===== config.mk =====
export PLATFORM = sky130hd
export DESIGN_NAME = uart_rx_fifo_flat
export DESIGN_NICKNAME = d
export VERILOG_FILES = /design/src/rtl/uart_rx_fifo_if.sv /design/src/rtl/uart_rx_fifo.sv /design/src/flat_wrapper.sv
export SDC_FILE = /design/constraint.sdc
export NUM_CORES = 1
export LEC_CHECK = 0
export CORE_AREA = 5 5 71 121
export CTS_CLUSTER_SIZE = 25
export DETAILED_ROUTE_END_ITERATION = 10
export DIE_AREA = 0 0 76 126
export GPL_ROUTABILITY_DRIVEN = 0
export GPL_TIMING_DRIVEN = 0
export PLACE_DENSITY = 0.66
export SYNTH_ARGS = -nofsm -noshare
export SYNTH_HDL_FRONTEND = slang
export SYNTH_SLANG_ARGS = --single-unit

===== constraint.sdc =====
create_clock -name clk -period 4.9 [get_ports clk]
set_input_delay 1.225 -clock clk [delete_from_list [all_inputs] [get_ports clk]]
set_output_delay 1.225 -clock clk [all_outputs]
set_load 0.05 [all_outputs]

===== src/rtl/uart_rx_fifo_if.sv =====
// uart_rx_fifo_if: bus-side bundle for the UART receiver.
// The slave modport is the receiver itself; the master modport is whoever
// drives the serial line and services the receive FIFO.
`timescale 1ns/1ps
interface uart_rx_fifo_if #(
    parameter int DATA_BITS  = 8,
    parameter int FIFO_DEPTH = 4
);
    logic                               rx;
    logic                               stb;
    logic                               err_clr;
    logic [DATA_BITS-1:0]               data;
    logic                               valid;
    logic [$clog2(FIFO_DEPTH+1)-1:0]    level;
    logic                               frame_err;
    logic                               parity_err;
    logic                               overrun;
    logic                               irq;

    modport slave (
        input  rx, stb, err_clr,
        output data, valid, level, frame_err, parity_err, overrun, irq
    );

    modport master (
        output rx, stb, err_clr,
        input  data, valid, level, frame_err, parity_err, overrun, irq
    );
endinterface


===== src/rtl/uart_rx_fifo.sv =====
// uart_rx_fifo: UART receiver with start-bit glitch rejection, optional
// parity, stop-bit check, sticky error flags and a show-ahead receive FIFO.
// Optional feature macro: UART_RX_SYNC_EN adds a two-flop synchroniser
// (reset to idle-high) in front of the rx pin; without it rx must already
// be synchronous to clk.
`timescale 1ns/1ps
module uart_rx_fifo #(
    parameter int TICKS_PER_BAUD = 434,
    parameter int DATA_BITS      = 8,
    parameter int PARITY         = 0,
    parameter int FIFO_DEPTH     = 4
) (
    input  logic           clk,
    input  logic           rst,
    uart_rx_fifo_if.slave  bus
);
    localparam int CW = $clog2(TICKS_PER_BAUD);
    localparam logic [CW-1:0] HALF = CW'(TICKS_PER_BAUD / 2);
    localparam logic [CW-1:0] LAST = CW'(TICKS_PER_BAUD - 1);
    localparam int BW = $clog2(DATA_BITS + 1);
    localparam logic [BW-1:0] LAST_BIT = BW'(DATA_BITS - 1);
    localparam int AW = $clog2(FIFO_DEPTH);
    localparam int LW = $clog2(FIFO_DEPTH + 1);

    typedef enum logic [2:0] {S_IDLE, S_START, S_DATA, S_PARITY, S_STOP} state_t;

    logic rx_s;

`ifdef UART_RX_SYNC_EN
    logic [1:0] sync_q;

    // Two-flop synchroniser; resets to the idle (high) line level
    always_ff @(posedge clk or posedge rst) begin
        if (rst) sync_q <= 2'b11;
        else     sync_q <= {sync_q[0], bus.rx};
    end
    assign rx_s = sync_q[1];
`else
    assign rx_s = bus.rx;
`endif

    state_t               state_q, state_d;
    logic [CW-1:0]        cnt_q, cnt_d;
    logic [BW-1:0]        bit_q, bit_d;
    logic [DATA_BITS-1:0] shift_q, shift_d;
    logic                 par_q, par_d;
    logic                 mid, par_bad, push_req, frame_set, parity_set;

    assign mid = (cnt_q == HALF);

    // XOR over data and parity bit: odd parity wants 1, even parity wants 0
    assign par_bad = (PARITY == 1) ? ~(^shift_q ^ par_q) :
                     (PARITY == 2) ?  (^shift_q ^ par_q) : 1'b0;

    // Receiver state register
    always_ff @(posedge clk or posedge rst) begin
        if (rst) begin
            state_q <= S_IDLE;
            cnt_q   <= '0;
            bit_q   <= '0;
            shift_q <= '0;
            par_q   <= 1'b0;
        end else begin
            state_q <= state_d;
            cnt_q   <= cnt_d;
            bit_q   <= bit_d;
            shift_q <= shift_d;
            par_q   <= par_d;
        end
    end

    // Frame sequencing: every bit is sampled at the same mid-bit count,
    // the bit counter free-runs and wraps at each bit boundary
    always_comb begin
        state_d    = state_q;
        cnt_d      = (cnt_q == LAST) ? '0 : cnt_q + CW'(1);
        bit_d      = bit_q;
        shift_d    = shift_q;
        par_d      = par_q;
        push_req   = 1'b0;
        frame_set  = 1'b0;
        parity_set = 1'b0;
        case (state_q)
            S_IDLE: begin
                cnt_d = '0;
                bit_d = '0;
                if (!rx_s) state_d = S_START;
            end
            S_START: begin
                if (mid) begin
                    // A start bit that is high again at mid-bit was a glitch
                    state_d = rx_s ? S_IDLE : S_DATA;
                end
            end
            S_DATA: begin
                if (mid) begin
                    shift_d = {rx_s, shift_q[DATA_BITS-1:1]};
                    bit_d   = bit_q + BW'(1);
                    if (bit_q == LAST_BIT) state_d = (PARITY != 0) ? S_PARITY : S_STOP;
                end
            end
            S_PARITY: begin
                if (mid) begin
                    par_d   = rx_s;
                    state_d = S_STOP;
                end
            end
            S_STOP: begin
                if (mid) begin
                    // Back to IDLE at mid-stop so the next start bit is seen early
                    state_d    = S_IDLE;
                    frame_set  = ~rx_s;
                    parity_set = par_bad;
                    push_req   = rx_s & ~par_bad;
                end
            end
            default: state_d = S_IDLE;
        endcase
    end

    logic [DATA_BITS-1:0] mem_q [FIFO_DEPTH];
    logic [AW:0]          wr_q, wr_d, rd_q, rd_d;
    logic [LW-1:0]        level_q, level_d;
    logic                 valid_q, valid_d, irq_q, irq_d;
    logic                 frame_q, frame_d, parity_q, parity_d, overrun_q, overrun_d;
    logic                 full, pop, push;

    assign full = (wr_q[AW] != rd_q[AW]) && (wr_q[AW-1:0] == rd_q[AW-1:0]);
    assign pop  = bus.stb & valid_q;
    // A simultaneous pop frees the slot, so a push into a full FIFO still lands
    assign push = push_req & (~full | pop);

    // FIFO pointers, occupancy and sticky flags (set wins over err_clr)
    always_comb begin
        wr_d      = push ? wr_q + (AW+1)'(1) : wr_q;
        rd_d      = pop  ? rd_q + (AW+1)'(1) : rd_q;
        level_d   = LW'(wr_d - rd_d);
        valid_d   = (wr_d != rd_d);
        frame_d   = (frame_q   & ~bus.err_clr) | frame_set;
        parity_d  = (parity_q  & ~bus.err_clr) | parity_set;
        overrun_d = (overrun_q & ~bus.err_clr) | (push_req & full & ~pop);
        irq_d     = valid_d | frame_d | parity_d | overrun_d;
    end

    // Status registers; all outputs come from here or from the FIFO storage
    always_ff @(posedge clk or posedge rst) begin
        if (rst) begin
            wr_q      <= '0;
            rd_q      <= '0;
            level_q   <= '0;
            valid_q   <= 1'b0;
            frame_q   <= 1'b0;
            parity_q  <= 1'b0;
            overrun_q <= 1'b0;
            irq_q     <= 1'b0;
        end else begin
            wr_q      <= wr_d;
            rd_q      <= rd_d;
            level_q   <= level_d;
            valid_q   <= valid_d;
            frame_q   <= frame_d;
            parity_q  <= parity_d;
            overrun_q <= overrun_d;
            irq_q     <= irq_d;
        end
    end

    // FIFO storage, cleared on reset so the head reads 0 while empty
    always_ff @(posedge clk or posedge rst) begin
        if (rst) begin
            for (int i = 0; i < FIFO_DEPTH; i++) mem_q[i] <= '0;
        end else if (push) begin
            mem_q[wr_q[AW-1:0]] <= shift_q;
        end
    end

    assign bus.data       = mem_q[rd_q[AW-1:0]];
    assign bus.valid      = valid_q;
    assign bus.level      = level_q;
    assign bus.frame_err  = frame_q;
    assign bus.parity_err = parity_q;
    assign bus.overrun    = overrun_q;
    assign bus.irq        = irq_q;
endmodule


===== src/flat_wrapper.sv =====
// flat-port wrapper written by rule: the top's interface ports become plain ports
module uart_rx_fifo_flat 
#(
    parameter int TICKS_PER_BAUD = 434,
    parameter int DATA_BITS      = 8,
    parameter int PARITY         = 0,
    parameter int FIFO_DEPTH     = 4
)
  (clk, rst, bus_rx, bus_stb, bus_err_clr, bus_data, bus_valid, bus_level, bus_frame_err, bus_parity_err, bus_overrun, bus_irq);
  uart_rx_fifo_if #(.DATA_BITS(DATA_BITS), .FIFO_DEPTH(FIFO_DEPTH)) bus_i ();
  input  logic clk;
  input  logic rst;
  input wire logic [$bits(bus_i.rx)-1:0] bus_rx;
  input wire logic [$bits(bus_i.stb)-1:0] bus_stb;
  input wire logic [$bits(bus_i.err_clr)-1:0] bus_err_clr;
  output wire logic [$bits(bus_i.data)-1:0] bus_data;
  output wire logic [$bits(bus_i.valid)-1:0] bus_valid;
  output wire logic [$bits(bus_i.level)-1:0] bus_level;
  output wire logic [$bits(bus_i.frame_err)-1:0] bus_frame_err;
  output wire logic [$bits(bus_i.parity_err)-1:0] bus_parity_err;
  output wire logic [$bits(bus_i.overrun)-1:0] bus_overrun;
  output wire logic [$bits(bus_i.irq)-1:0] bus_irq;
  assign bus_i.rx = bus_rx;
  assign bus_i.stb = bus_stb;
  assign bus_i.err_clr = bus_err_clr;
  assign bus_data = bus_i.data;
  assign bus_valid = bus_i.valid;
  assign bus_level = bus_i.level;
  assign bus_frame_err = bus_i.frame_err;
  assign bus_parity_err = bus_i.parity_err;
  assign bus_overrun = bus_i.overrun;
  assign bus_irq = bus_i.irq;
  uart_rx_fifo #(.TICKS_PER_BAUD(TICKS_PER_BAUD), .DATA_BITS(DATA_BITS), .PARITY(PARITY), .FIFO_DEPTH(FIFO_DEPTH)) u_core (.clk(clk), .rst(rst), .bus(bus_i));
endmodule

==> summary.md, run 1 <==
| Metric | Value |
|---|---|
| WS Path Type | input port to flop |
| Multi-input gate area | 1430 sq um |
| TritonCTS clock tree | yes |
| Setup TNS | 0 ns |
| DP HPWL | 3810 microns |
| Maximum VDD drop | 0.235 mV |
| Post-Syn Nets | 259 |
| Avg Cell Area, Syn | 13.4 sq um |
| Boundary Pins | 21 |
| Placed cell count | 351 |
| Post-route ant nets | 0 |
| Worst hold path type | flop to flop |
| Async S/R FF share, synth | 100% |
| DR iter-0 viols | 85 |
| Die Wd | 76 microns |
| Number of flops mapped to enable cells by yosys | 0 |
| Critical path launch point type | input port |
| Fillers | 653 |
| Hold Slack | 0.486 ns |
| Fmax | 280 MHz |
| Total Routed Length | 5540 microns |
| Largest net degree at the start of global routing | 71 |
| H-Tree Depth | 3 |
| Most common cell after layout, fill and taps aside | dfrtp_1 |
| GRT Overall Usage | 12.9% |
| CTS resizes | 0 |
| Worst Path Required | 5.10 ns |
| CTS Buf Count | 9 |
| Initial Util | 43.3% |
| Final setup vio count | 0 |
| Postcts setup bufs | 0 |
| Die area | 9580 sq um |
| Most common cell type on the critical path | xnor2_1 |
| Area grow syn2layout | 19.6% |
| Hold buffer count at CTS | 0 |
| CP max stage cell | clkdlybuf4s50_1 |
| Worst-path clk slew | 0.05 ns |
| RSZ-0062 raised after global routing | no |
| Register area | 1750 sq um |
| Crit-path max FO | 7 |
| Fin crit share | 72.9% |
| WL/cell | 15.1 microns |
| Synthesis Warnings | 0 |
| CTS Sinks | 70 |
| Max cap viols | 0 |
| CP Buf/Inv Count | 3 |
| Crit. End Element | flop |
| Synth cell types | 43 |
| Final nets | 290 |
| First-pass GRT wire length | 9690 microns |
| First drt pass iteration count | 4 |
| Slew Limit Fails | 0 |
| Final count of hold timing violations | 0 |
| Vias in the first global route | 2050 |
| Power Dens Cells | 413 nW/um^2 |
| Ratio of cells with drive above 1 in the final layout | 28.0% |
| Worst Skew | 0.00614 ns |
| Vias | 1901 |
| Skew-Pair Late Insertion Delay | 0.32 ns |
| Clock tree root driver cell | clkbuf_16 |
| Cell Area, Synth | 3260 sq um |
| Most frequent cells in the layout | 70 x dfrtp_1, 39 x mux2_2, 20 x clkdlybuf4s50_1, 13 x nor2_1 |
| Crit path time final | 3.57 ns |
| Yosys reg bits | 70 |
| Row Count | 42 |
| Worst-Margin Slew | 0.853 ns |
| Clk buf depth | 2 |
| Post-route DRC | 0 |
| Max_slew headroom | 43.2% |
| Crit path cell chain | clkdlybuf4s50_1 > nor3b_1 > and3_1 > buf_4 > xnor2_1 > inv_1 > ha_1 > fa_1 > xor2_1 > xnor2_1 |
| Post-Layout Cell Count | 367 |
| Input/output buffers | 20 |
| Leak | 1.84 nW |
| CP top delay family | buffers and inverters |
| Core box area | 7510 sq um |
| Ant diodes | 0 |
| Global route total overflow | 0 |
| Seq/Total Area, Yosys | 53.8% |
| Top FF cell, synth | dfrtp_1 |
| Antenna violations before repair | 0 |
| Via density | 5.18 |
| Crit path largest cell delay | 0.56 ns |
| Worst Path Arrival | 3.77 ns |
| Cell count after synthesis | 243 |
| Status | finished, final reports clean |
| Die Height | 126 microns |
-- worst register-to-register path, stage by stage, from the launching register on --
cell and delay [ns]:
dfrtp_1 0.39, inv_1 0.06, ha_1 0.16, nand3b_1 0.23
nor3_4 0.41, and3_1 0.20, buf_4 0.15, xnor2_1 0.15
inv_1 0.08, ha_1 0.21, fa_1 0.37, xor2_1 0.18
xnor2_1 0.14
-- cell usage after synthesis, drive strengths merged, types with 4 or more instances --
master	instances	area share, %
nand2	14	1.8
mux2	41	14
xnor2	11	3.0
buf	4	0.88
o21ai	8	1.2
inv	12	1.4
nand2b	4	0.77
nor2	13	1.5
ha	10	3.8
mux4	8	5.5
nand3	7	1.1
dfrtp	70	54
or4	4	0.92
xor2	5	1.3
-- routing by layer --
| layer | wire length (microns) | track usage (%) |
|---|---|---|
| met1 | 2320 | 14.4 |
| met2 | 2990 | 22.2 |
| met3 | 129 | 3.50 |
| met4 | 101 | 7.02 |
| met5 | 0 | 0 |
-- cells by family (layout without fill, tap and decap cells) --
| group | Yosys count | after routing | share of synthesized area (%) |
|---|---|---|---|
| DFF | 70 | 70 | 53.8 |
| and+or+nand+nor | 63 | 63 | 11.9 |
| muxes | 49 | 49 | 19.7 |
| xor gates and xnor gates | 17 | 17 | 4.99 |
| buffers and inverters | 17 | 53 | 2.38 |
| AOI/OAI and AO/OA | 16 | 16 | 2.80 |
| adders and majority gates | 11 | 11 | 4.46 |
-- layout make-up --
class,instances,area share [%]
Buffer,5,0.835
Clock buffer,10,6.14
Clock inverter,6,2.19
Inverter,12,1.22
Multi-Input combinational cell,156,36.7
Sequential cell,70,45.0
Tap cell,88,2.83
Timing Repair Buffer,20,5.14
-- final timing paths --
kind                            startpoint                  end  slack [ns]  cells past startpoint
min                        u_core.cnt_q[0]      u_core.cnt_q[0]        0.49                      1
max                                 bus_rx  u_core.bus.level[2]        1.33                     10
min in group asynchronous              rst     u_core.mem_q[17]        1.42                      2
max reg2reg                u_core.cnt_q[1]  u_core.bus.level[2]        2.04                     12
max in group asynchronous              rst  u_core.bus.level[0]        2.91                      2
min reg2reg                u_core.cnt_q[0]      u_core.cnt_q[0]        0.49                      1
-- sequential cells by signal, indices dropped and copies added, names as in the netlist, 3 cells and up --
signal	count
u_core.rd_q	3
u_core.wr_q	3
u_core.bus.level	3
u_core.cnt_q	9
u_core.shift_q	8
u_core.bit_q	4
u_core.state_q	3
u_core.mem_q	32
-- report_power, final --
part	switching, W	total [W]	internal (W)
logic	0.000179	0.000295	0.000116
clock network	0.000233	0.000690	0.000457
registers	0.0000144	0.000625	0.000610
total	0.000426	0.00161	0.00118
-- per-stage QoR --
step / setup WS (ns) / cell area (sq um) / power [W] / util, %
2_1_floorplan: 1.77 / 3260 / 0.000854 / -
3_3_place_gp: 0.710 / 3570 / 0.000933 / 47.5
3_5_place_dp: 1.00 / 3570 / 0.000936 / 47.5
4_1_cts: 1.33 / 3890 / 0.00164 / 51.8
5_1_grt: 1.14 / 3890 / 0.00169 / 51.8
6_report: 1.33 / 3890 / 0.00161 / 51.8
No activity file was read; power rests on OpenSTA's default activity.
==> inputs of run 2 (changes only) <==
==> constraint.sdc (replaced) <==
create_clock -name clk -period 3.7 [get_ports clk]
set_input_delay 0.925 -clock clk [delete_from_list [all_inputs] [get_ports clk]]
set_output_delay 0.925 -clock clk [all_outputs]
set_load 0.05 [all_outputs]
==> results of run 2 <==
Same layout as run 1 (identical final DEF). Status: finished, final reports clean.
Among the figures that moved: setup slack after placement 1.00 ns -> 0.104 ns; setup slack after layout 1.33 ns -> 0.426 ns; register-to-register setup slack 2.04 ns -> 0.84 ns; total power 0.00161 W -> 0.00213 W; worst IR drop on VDD 0.235 mV -> 0.312 mV
